==> src/rtl/param_load_sched_if.sv <==
// Bundle between the host/DMA stream, the parameter buffers and the conv-layer bias port.
// master: host side plus conv layer; slave: param_load_sched.
interface param_load_sched_if #(
  parameter int DW = 16,
  parameter int AW = 10
);
  logic          start;
  logic          s_valid;
  logic [DW-1:0] s_data;
  logic          s_ready;
  logic [3:0]    wr_en;
  logic [AW-1:0] wr_addr;
  logic [DW-1:0] wr_data;
  logic [3:0]    seg_done;
  logic          all_done;
  logic          bias_req;
  logic          bias_r_en;
  logic          bias_valid;
  logic          chk_err;

  modport master (
    output start, s_valid, s_data, bias_req,
    input  s_ready, wr_en, wr_addr, wr_data, seg_done, all_done, bias_r_en, bias_valid, chk_err
  );

  modport slave (
    input  start, s_valid, s_data, bias_req,
    output s_ready, wr_en, wr_addr, wr_data, seg_done, all_done, bias_r_en, bias_valid, chk_err
  );
endinterface

==> src/rtl/param_load_sched.sv <==
// Loads CW, CB, LW, LB parameter segments from one word stream, then arbitrates conv bias reads.
// Optional trailing-checksum check is compiled in with PARAM_CHECKSUM_EN.
module param_load_sched #(
  parameter int DW     = 16,
  parameter int AW     = 10,
  parameter int CW_LEN = 288,
  parameter int CB_LEN = 32,
  parameter int LW_LEN = 640,
  parameter int LB_LEN = 10
) (
  input  logic              clk,
  input  logic              rst_n,
  param_load_sched_if.slave prm_io
);
  localparam logic [AW-1:0] CW_LAST = AW'(CW_LEN - 1);
  localparam logic [AW-1:0] CB_LAST = AW'(CB_LEN - 1);
  localparam logic [AW-1:0] LW_LAST = AW'(LW_LEN - 1);
  localparam logic [AW-1:0] LB_LAST = AW'(LB_LEN - 1);

  typedef enum logic [2:0] {
    ST_IDLE    = 3'd0,
    ST_LOAD_CW = 3'd1,
    ST_LOAD_CB = 3'd2,
    ST_LOAD_LW = 3'd3,
    ST_LOAD_LB = 3'd4,
`ifdef PARAM_CHECKSUM_EN
    ST_CHK     = 3'd5,
`endif
    ST_READY   = 3'd6
  } state_e;

  state_e        state_q, state_d;
  logic [AW-1:0] cnt_q, cnt_d;
  logic          s_ready_q, s_ready_d;
  logic [3:0]    wr_en_q, wr_en_d;
  logic [AW-1:0] wr_addr_q, wr_addr_d;
  logic [DW-1:0] wr_data_q, wr_data_d;
  logic [3:0]    seg_done_q, seg_done_d;
  logic          all_done_q, all_done_d;
  logic          bias_r_en_q, bias_r_en_d;
  logic          bias_valid_q, bias_valid_d;

  logic          load_s, xfer_s, wr_s, seg_end_s, reload_s;
  logic [3:0]    seg_oh_s;
  logic [AW-1:0] last_s;

  // Decode which buffer the current state writes and its final address
  always_comb begin
    load_s   = 1'b1;
    seg_oh_s = 4'b0000;
    last_s   = {AW{1'b0}};
    case (state_q)
      ST_LOAD_CW: begin seg_oh_s = 4'b0001; last_s = CW_LAST; end
      ST_LOAD_CB: begin seg_oh_s = 4'b0010; last_s = CB_LAST; end
      ST_LOAD_LW: begin seg_oh_s = 4'b0100; last_s = LW_LAST; end
      ST_LOAD_LB: begin seg_oh_s = 4'b1000; last_s = LB_LAST; end
      default:    load_s = 1'b0;
    endcase
  end

  assign xfer_s    = prm_io.s_valid & s_ready_q;
  assign wr_s      = load_s & xfer_s;
  assign seg_end_s = wr_s & (cnt_q == last_s);
  assign reload_s  = (state_q == ST_READY) & prm_io.start;

  // State and word counter registers
  always_ff @(posedge clk or negedge rst_n) begin
    if (!rst_n) begin
      state_q <= ST_IDLE;
      cnt_q   <= {AW{1'b0}};
    end else begin
      state_q <= state_d;
      cnt_q   <= cnt_d;
    end
  end

  // Next state: a segment advances only on the transfer of its final word
  always_comb begin
    state_d = state_q;
    case (state_q)
      ST_IDLE:    if (prm_io.start) state_d = ST_LOAD_CW; else state_d = ST_IDLE;
      ST_LOAD_CW: if (seg_end_s)    state_d = ST_LOAD_CB; else state_d = ST_LOAD_CW;
      ST_LOAD_CB: if (seg_end_s)    state_d = ST_LOAD_LW; else state_d = ST_LOAD_CB;
      ST_LOAD_LW: if (seg_end_s)    state_d = ST_LOAD_LB; else state_d = ST_LOAD_LW;
`ifdef PARAM_CHECKSUM_EN
      ST_LOAD_LB: if (seg_end_s)    state_d = ST_CHK;     else state_d = ST_LOAD_LB;
      ST_CHK:     if (xfer_s)       state_d = ST_READY;   else state_d = ST_CHK;
`else
      ST_LOAD_LB: if (seg_end_s)    state_d = ST_READY;   else state_d = ST_LOAD_LB;
`endif
      ST_READY:   if (prm_io.start) state_d = ST_LOAD_CW; else state_d = ST_READY;
      default:    state_d = ST_IDLE;
    endcase
    if (seg_end_s) begin
      cnt_d = {AW{1'b0}};
    end else if (wr_s) begin
      cnt_d = cnt_q + {{(AW-1){1'b0}}, 1'b1};
    end else begin
      cnt_d = cnt_q;
    end
  end

  // Output next values; a reload start outranks a bias request in the same cycle
  always_comb begin
    if (wr_s) begin
      wr_en_d   = seg_oh_s;
      wr_addr_d = cnt_q;
      wr_data_d = prm_io.s_data;
    end else begin
      wr_en_d   = 4'b0000;
      wr_addr_d = wr_addr_q;
      wr_data_d = wr_data_q;
    end
    if (reload_s) begin
      seg_done_d = 4'b0000;
    end else if (seg_end_s) begin
      seg_done_d = seg_done_q | seg_oh_s;
    end else begin
      seg_done_d = seg_done_q;
    end
    s_ready_d = (state_d == ST_LOAD_CW) | (state_d == ST_LOAD_CB) |
                (state_d == ST_LOAD_LW) | (state_d == ST_LOAD_LB);
`ifdef PARAM_CHECKSUM_EN
    s_ready_d = s_ready_d | (state_d == ST_CHK);
`endif
    all_done_d   = (state_d == ST_READY);
    bias_r_en_d  = (state_q == ST_READY) & prm_io.bias_req & ~bias_r_en_q & ~prm_io.start;
    bias_valid_d = bias_r_en_q;
  end

  // Registered outputs
  always_ff @(posedge clk or negedge rst_n) begin
    if (!rst_n) begin
      s_ready_q    <= 1'b0;
      wr_en_q      <= 4'b0000;
      wr_addr_q    <= {AW{1'b0}};
      wr_data_q    <= {DW{1'b0}};
      seg_done_q   <= 4'b0000;
      all_done_q   <= 1'b0;
      bias_r_en_q  <= 1'b0;
      bias_valid_q <= 1'b0;
    end else begin
      s_ready_q    <= s_ready_d;
      wr_en_q      <= wr_en_d;
      wr_addr_q    <= wr_addr_d;
      wr_data_q    <= wr_data_d;
      seg_done_q   <= seg_done_d;
      all_done_q   <= all_done_d;
      bias_r_en_q  <= bias_r_en_d;
      bias_valid_q <= bias_valid_d;
    end
  end

`ifdef PARAM_CHECKSUM_EN
  logic [DW-1:0] sum_q, sum_d;
  logic          chk_err_q, chk_err_d;

  // Wrap-around sum of every written word; compared against the trailing word in CHK
  always_comb begin
    if (reload_s) begin
      sum_d     = {DW{1'b0}};
      chk_err_d = 1'b0;
    end else if (wr_s) begin
      sum_d     = sum_q + prm_io.s_data;
      chk_err_d = chk_err_q;
    end else if ((state_q == ST_CHK) && xfer_s) begin
      sum_d     = sum_q;
      chk_err_d = (prm_io.s_data != sum_q);
    end else begin
      sum_d     = sum_q;
      chk_err_d = chk_err_q;
    end
  end

  // Checksum registers
  always_ff @(posedge clk or negedge rst_n) begin
    if (!rst_n) begin
      sum_q     <= {DW{1'b0}};
      chk_err_q <= 1'b0;
    end else begin
      sum_q     <= sum_d;
      chk_err_q <= chk_err_d;
    end
  end

  assign prm_io.chk_err = chk_err_q;
`else
  assign prm_io.chk_err = 1'b0;
`endif

  assign prm_io.s_ready    = s_ready_q;
  assign prm_io.wr_en      = wr_en_q;
  assign prm_io.wr_addr    = wr_addr_q;
  assign prm_io.wr_data    = wr_data_q;
  assign prm_io.seg_done   = seg_done_q;
  assign prm_io.all_done   = all_done_q;
  assign prm_io.bias_r_en  = bias_r_en_q;
  assign prm_io.bias_valid = bias_valid_q;
endmodule

==> src/flat_wrapper.sv <==
// flat-port wrapper written by rule: the top's interface ports become plain ports
module param_load_sched_flat 
#(
  parameter int DW     = 16,
  parameter int AW     = 10,
  parameter int CW_LEN = 288,
  parameter int CB_LEN = 32,
  parameter int LW_LEN = 640,
  parameter int LB_LEN = 10
)
  (clk, rst_n, prm_io_start, prm_io_s_valid, prm_io_s_data, prm_io_bias_req, prm_io_s_ready, prm_io_wr_en, prm_io_wr_addr, prm_io_wr_data, prm_io_seg_done, prm_io_all_done, prm_io_bias_r_en, prm_io_bias_valid, prm_io_chk_err);
  param_load_sched_if #(.DW(DW), .AW(AW)) prm_io_i ();
  input  logic clk;
  input  logic rst_n;
  input wire logic [$bits(prm_io_i.start)-1:0] prm_io_start;
  input wire logic [$bits(prm_io_i.s_valid)-1:0] prm_io_s_valid;
  input wire logic [$bits(prm_io_i.s_data)-1:0] prm_io_s_data;
  input wire logic [$bits(prm_io_i.bias_req)-1:0] prm_io_bias_req;
  output wire logic [$bits(prm_io_i.s_ready)-1:0] prm_io_s_ready;
  output wire logic [$bits(prm_io_i.wr_en)-1:0] prm_io_wr_en;
  output wire logic [$bits(prm_io_i.wr_addr)-1:0] prm_io_wr_addr;
  output wire logic [$bits(prm_io_i.wr_data)-1:0] prm_io_wr_data;
  output wire logic [$bits(prm_io_i.seg_done)-1:0] prm_io_seg_done;
  output wire logic [$bits(prm_io_i.all_done)-1:0] prm_io_all_done;
  output wire logic [$bits(prm_io_i.bias_r_en)-1:0] prm_io_bias_r_en;
  output wire logic [$bits(prm_io_i.bias_valid)-1:0] prm_io_bias_valid;
  output wire logic [$bits(prm_io_i.chk_err)-1:0] prm_io_chk_err;
  assign prm_io_i.start = prm_io_start;
  assign prm_io_i.s_valid = prm_io_s_valid;
  assign prm_io_i.s_data = prm_io_s_data;
  assign prm_io_i.bias_req = prm_io_bias_req;
  assign prm_io_s_ready = prm_io_i.s_ready;
  assign prm_io_wr_en = prm_io_i.wr_en;
  assign prm_io_wr_addr = prm_io_i.wr_addr;
  assign prm_io_wr_data = prm_io_i.wr_data;
  assign prm_io_seg_done = prm_io_i.seg_done;
  assign prm_io_all_done = prm_io_i.all_done;
  assign prm_io_bias_r_en = prm_io_i.bias_r_en;
  assign prm_io_bias_valid = prm_io_i.bias_valid;
  assign prm_io_chk_err = prm_io_i.chk_err;
  param_load_sched #(.DW(DW), .AW(AW), .CW_LEN(CW_LEN), .CB_LEN(CB_LEN), .LW_LEN(LW_LEN), .LB_LEN(LB_LEN)) u_core (.clk(clk), .rst_n(rst_n), .prm_io(prm_io_i));
endmodule
==> config.mk <==
export PLATFORM = sky130hd
export DESIGN_NAME = param_load_sched_flat
export DESIGN_NICKNAME = d
export VERILOG_FILES = /design/src/rtl/param_load_sched_if.sv /design/src/rtl/param_load_sched.sv /design/src/flat_wrapper.sv
export SDC_FILE = /design/constraint.sdc
export NUM_CORES = 1
export LEC_CHECK = 0
export ABC_AREA = 1
export CORE_MARGIN = 5
export CORE_UTILIZATION = 43
export CTS_CLUSTER_DIAMETER = 30
export DETAILED_ROUTE_END_ITERATION = 8
export PLACE_DENSITY = 0.85
export SYNTH_ARGS = -nofsm -noshare
export SYNTH_HDL_FRONTEND = slang
export SYNTH_SLANG_ARGS = --single-unit
==> constraint.sdc <==
create_clock -name clk -period 1.7 [get_ports clk]
set_input_delay 0.255 -clock clk [delete_from_list [all_inputs] [get_ports clk]]
set_output_delay 0.255 -clock clk [all_outputs]
set_load 0.03 [all_outputs]
# Yosys cells after proc, flatten, opt, wreduce, memory -nomap -nowiden

Index checks and enable logic that the tools add are counted.

Register bits: 51
Input port bits: 21
Output and inout port bits: 39
Word-level logic and storage cells: 54

Add/sub/neg operators: 1
Equality and inequality tests: 11
Multiplexer cells: 15
Bitwise logic cells: 13
Reduce and logical (&&, ||, !) cells: 4

Operators with widths:

| operator                | count |
|---|---|
| $pmux W10 S4            | 1 |
| $mux W10                | 2 |
| $pmux W3 S6             | 1 |
| $pmux W4 S4             | 1 |
| $eq A3 B2 Y1 const B    | 4 |
| $eq A3 B3 Y1 const B    | 4 |
| $mux W4                 | 3 |
| $add A10 B1 Y10 const B | 1 |
| $eq A10 B10 Y1          | 1 |
| $and A1 B1 Y1           | 7 |
| $eq A3 B1 Y1 const B    | 2 |
| $mux W3                 | 2 |
| $mux W2                 | 2 |
| $or A4 B4 Y4            | 1 |
| $reduce_bool A2 Y1      | 2 |
| $reduce_or A4 Y1        | 1 |
| $logic_not A3 Y1        | 1 |
| $mux W1                 | 3 |
| $or A1 B1 Y1            | 3 |
| $not A1 Y1              | 2 |

# Longest topological paths before layout

Word-level depth: 11
Depth in mapped cells: 13
Mapped depth without buffers: 12

# Worst setup path after synthesis

No wires, ideal clock.

Kind: register to register
Start point: register u_core.state_q[0]
End point: register u_core.s_ready_q (netlist: u_core.prm_io.s_ready)
Setup time: 0.113 ns
Data arrival time: 1.536 ns
Data required time: 1.587 ns
Slack: 0.051 ns
Stages on the path, launching flop included: 14
Buffers on the path: 1
Period minus slack after synthesis: 1.649 ns
Path through: dfrtp_1 -> buf_2 -> nor2_2 -> nand2_2 -> nand2_2 -> nand2_1 -> nand2_2 -> nand3_4 -> nor2_4 -> nor2_1 -> nor2_1 -> nand3_1 -> nand2_1 -> inv_1

Cells in the longest elaborated chain, start to end: 11
Elaborated cells between the ends (all ways): 24
Classes of those cells: eq/ne (10); mux (7); bitwise (5); reduce/logical (2)

RTL lines:

| item                                                                 | line                    | source |
|---|---|---|
| start, declared                                                      | param_load_sched.sv:32  | `state_e state_q, state_d;` |
| start signal, assigned                                               | param_load_sched.sv:72  | `state_q <= state_d;` |
| parallel branches: the longest is 6 deep, another holds $pmux W10 S4 | n/a                     |  |
| $pmux W3 S6 (*)                                                      | param_load_sched.sv:80  | `case (state_q)` |
| $eq A3 B1 Y1 / $eq A3 B2 Y1 (equally long branches)                  | param_load_sched.sv:121 | `s_ready_d = (state_d == ST_LOAD_CW) \| (state_d == ST_LOAD_CB) \|` |
| $or A1 B1 Y1 (2 in a row)                                            | param_load_sched.sv:121 |  |
| $or A1 B1 Y1 (*)                                                     | param_load_sched.sv:122 | `(state_d == ST_LOAD_LW) \| (state_d == ST_LOAD_LB);` |
| named net u_core.s_ready_d                                           | param_load_sched.sv:34  | `logic s_ready_q, s_ready_d;` |
| end signal, assigned                                                 | param_load_sched.sv:143 | `s_ready_q <= s_ready_d;` |
| end, declared                                                        | param_load_sched.sv:34  |  |

Mark *: on every way through the listed nets, which the timed path passes.
A chain may end at the register's enable or synchronous reset.

# Worst setup path after layout

Same ends and word-level chain as after synthesis.

==> metrics <==
status finished with violations; failing checks negative setup slack; Crit. End Element flip-flop; RR Endpoint u_core.prm_io.s_ready; Post-synth ARST share 100%; WP data required 1900 ps; area grow syn2layout 47.0%; Post-Route WL 5270 um; die area ~6800 um2; R2R Path Start u_core.state_q[0]; vias in the first global route approximately 2,000; top-count cell post-synth nand2_1; WHS just over 400 ps; first-pass GRT wire length 8550 um; largest family of logic cells by synthesized area simple AND/OR/NAND/NOR gates; Simple-Gate Fraction of Synth Area 29.2%; largest net degree at the start of global routing 52; PD cells 1140 nW/um2; crit-path max cell delay roughly 500 ps; post-synthesis mux area share 0%; min setup slack post-route -2.98 ps; crit path cell chain o21ai_4, nand2_1, nand2_2, nor2_4, buf_4, nand4_1, nand3_1, nor2_2, nand3_1, nand2_1, inv_1; Placed Area 3100 um2; #FFs+latches synth 51; Post-Place Cells 412; DR iter-0 viols 83; Max Slew Vio Count 0; Routed Antenna Nets 0; Fmax slightly below 600 MHz; routability cong. 0.883; Leak Pwr 0.00165 uW; layout cells sized above 1 between 10% and 20%; worst reg-to-reg setup slack -3 ps; initial antenna violation count 0; Most used DFF post-synth dfrtp_1; Yosys top cell area share between 50% and 60%; clock buffer depth 2; max_cap viols 0; pre-CTS setup slack -67.0 ps; GRT Util Overall about 17%; Post-route DRC 0; Setup Skew 3.32 ps; Clk pin slew, worst setup/hold paths ~80 ps; Syn Nets 286; Finished Layout Cells 425; worst min path class flip-flop to flip-flop; Detailed Routing Iterations Pass 1 4; crit path kind flip-flop to flip-flop; final hold vios 0; compound-cell area share of the yosys netlist between 6 and 7%; wire per inst 12.4 um; number of synthesis warnings 0; # setup viols final 2; TritonCTS Sinks about 50; Netlist cell types 28; die width 82.4 um; Avg Vias per Cell roughly 4.8; Critical Path AT 1910 ps; Detail Placement HPWL just under 4000 um; CP max-delay cell dfrtp_2; H-tree Lvls 2; CTS buffer count 5; RSZ-0062 raised after global routing yes; Critical path origin u_core.state_q[0]; routed vias just over 2,000; Cells after Synth 264; post-synthesis adder-cell area fraction less than 1%; fillers 441; gr ovfl total 0; Synth Cell Area 2250 um2; CTS tree yes; Syn Area/Cell 8.53 um2; IO buf count 58; Design Area, Final 3310 um2; largest cells by area after synthesis dfrtp_1 (57%), nand2_1 (15%), inv_1 (4.7%); fin nets 376; ant diodes 0; area leader, netlist dfrtp_1; clock latency on the worst-skew pair ~300 ps; CTS Root Cell clkbuf_8; peak supply drop 0.709 mV; number of synthesized flops with an enable pin 0; Initial Util approximately 44%; critical path peak fanout 8; row cnt 26; worst r2r path cells 11; sequential share of the synthesized area 56.7%; crit path time final 1700 ps; I/O pin count 60; Worst setup SP type flip-flop; Min-Delay Startpoint u_core.prm_io.bias_r_en; hold path cells 0; most frequent cells after synthesis nand2_1 (88), dfrtp_1 (51), inv_1 (28); die height slightly above 80 um; Final Cycle Share 100%; core footprint 5110 um2; hold worst-path end u_core.prm_io.bias_valid; XOR/XNOR Fraction of Synth Area less than 1%
==> cell families (layout without fill, tap and decap cells) <==
family                   after synthesis  count (layout)
XOR/XNOR                               2               2
adder cells (fa/ha/maj)                1               1
flip-flops                            51              51
AND/OR/NAND/NOR                      146             146
other                                  1               1
AO/OA/AOI/OAI                         27              27
buffers and inverters                 36             127
==> placed cells by master, fill, tap and decap left out, types with 2 or more instances in the layout <==
| master | count |
|---|---|
| a21oi_1 | 9 |
| a21oi_2 | 2 |
| buf_4 | 28 |
| buf_6 | 2 |
| clkbuf_8 | 7 |
| clkdlybuf4s50_1 | 57 |
| dfrtp_1 | 48 |
| dfrtp_2 | 3 |
| inv_1 | 28 |
| nand2_1 | 87 |
| nand2_2 | 2 |
| nand2_4 | 3 |
| nand3_1 | 13 |
| nand3_2 | 2 |
| nand4_1 | 4 |
| nor2_1 | 19 |
| nor2_2 | 6 |
| nor2_4 | 6 |
| o21ai_0 | 9 |
| o21ai_1 | 4 |
| xor2_1 | 2 |
==> state kept, by name (all words and copies together) (netlist names) <==
register / count
u_core.prm_io.wr_en: 4
u_core.prm_io.wr_data: 16
u_core.prm_io.s_ready: 1
u_core.state_q: 3
u_core.prm_io.bias_valid: 1
u_core.cnt_q: 10
u_core.prm_io.bias_r_en: 1
u_core.prm_io.wr_addr: 10
u_core.prm_io.all_done: 1
u_core.prm_io.seg_done: 4
==> metal layers <==
layer	vias up	wire length, um	GRT usage [%]	part of all wire (%)
li1	998	-	-	-
met2	56	2670	29.2	51
met4	0	91	6.31	1.7
met5	-	0	0	0
met3	10	382	5.10	7.3
met1	955	2120	18.5	40
==> how the worst max path moves through the flow <==
stage                                 end
floorplan           u_core.prm_io.s_ready
global placement    u_core.prm_io.s_ready
detailed placement        u_core.cnt_q[9]
CTS                       u_core.cnt_q[6]
global route              u_core.cnt_q[9]
finish              u_core.prm_io.s_ready
==> worst max-delay path, delay by kind of cell (launching register included) <==
| kind | cells | cell delay (ps) |
|---|---|---|
| AO/OA/AOI/OAI | 1 | 230 |
| buffers and inverters | 2 | 160 |
| flip-flops | 1 | 490 |
| AND/OR/NAND/NOR | 8 | 710 |
==> repair_timing <==
action / 4_1_cts / 5_1_grt
hold endpoints to repair: 51 / 0
pin swaps: 10 / 8
endpoints found under the setup margin: 5 / 18
resized for setup: 10 / 13
hold buffers: 1 / 0
buffers inserted: 1 / 3
==> where the power goes <==
| part | total [uW] | switching (uW) | internal [uW] | leakage (uW) |
|---|---|---|---|---|
| Sequential | 1640 | 188 | 1450 | 0.000619 |
| Combinational | 1380 | 818 | 562 | 0.000981 |
| Clock | 751 | 380 | 370 | 0.0000505 |
==> cell type report <==
cell class	instances	area, um2	share of cell area [%]
inverter	29	111	3.37
clock inverter	1	7.51	0.227
multi-input combinational	177	887	26.8
tap	70	87.6	2.65
timing repair buffer	90	838	25.3
clock buffer	7	96.3	2.91
sequential	51	1280	38.7
==> metrics by stage <==
step / total power [uW] / util (%) / TNS, ps
2_1_floorplan: 2410 / - / 0
3_3_place_gp: 2990 / 60.7 / -86.5
3_5_place_dp: 3030 / 60.7 / -264
4_1_cts: 3800 / 63.6 / -2.45
5_1_grt: 4010 / 64.8 / -921
6_report: 3770 / 64.8 / -3.81
Note: power is estimated with default switching activity, not from simulation.
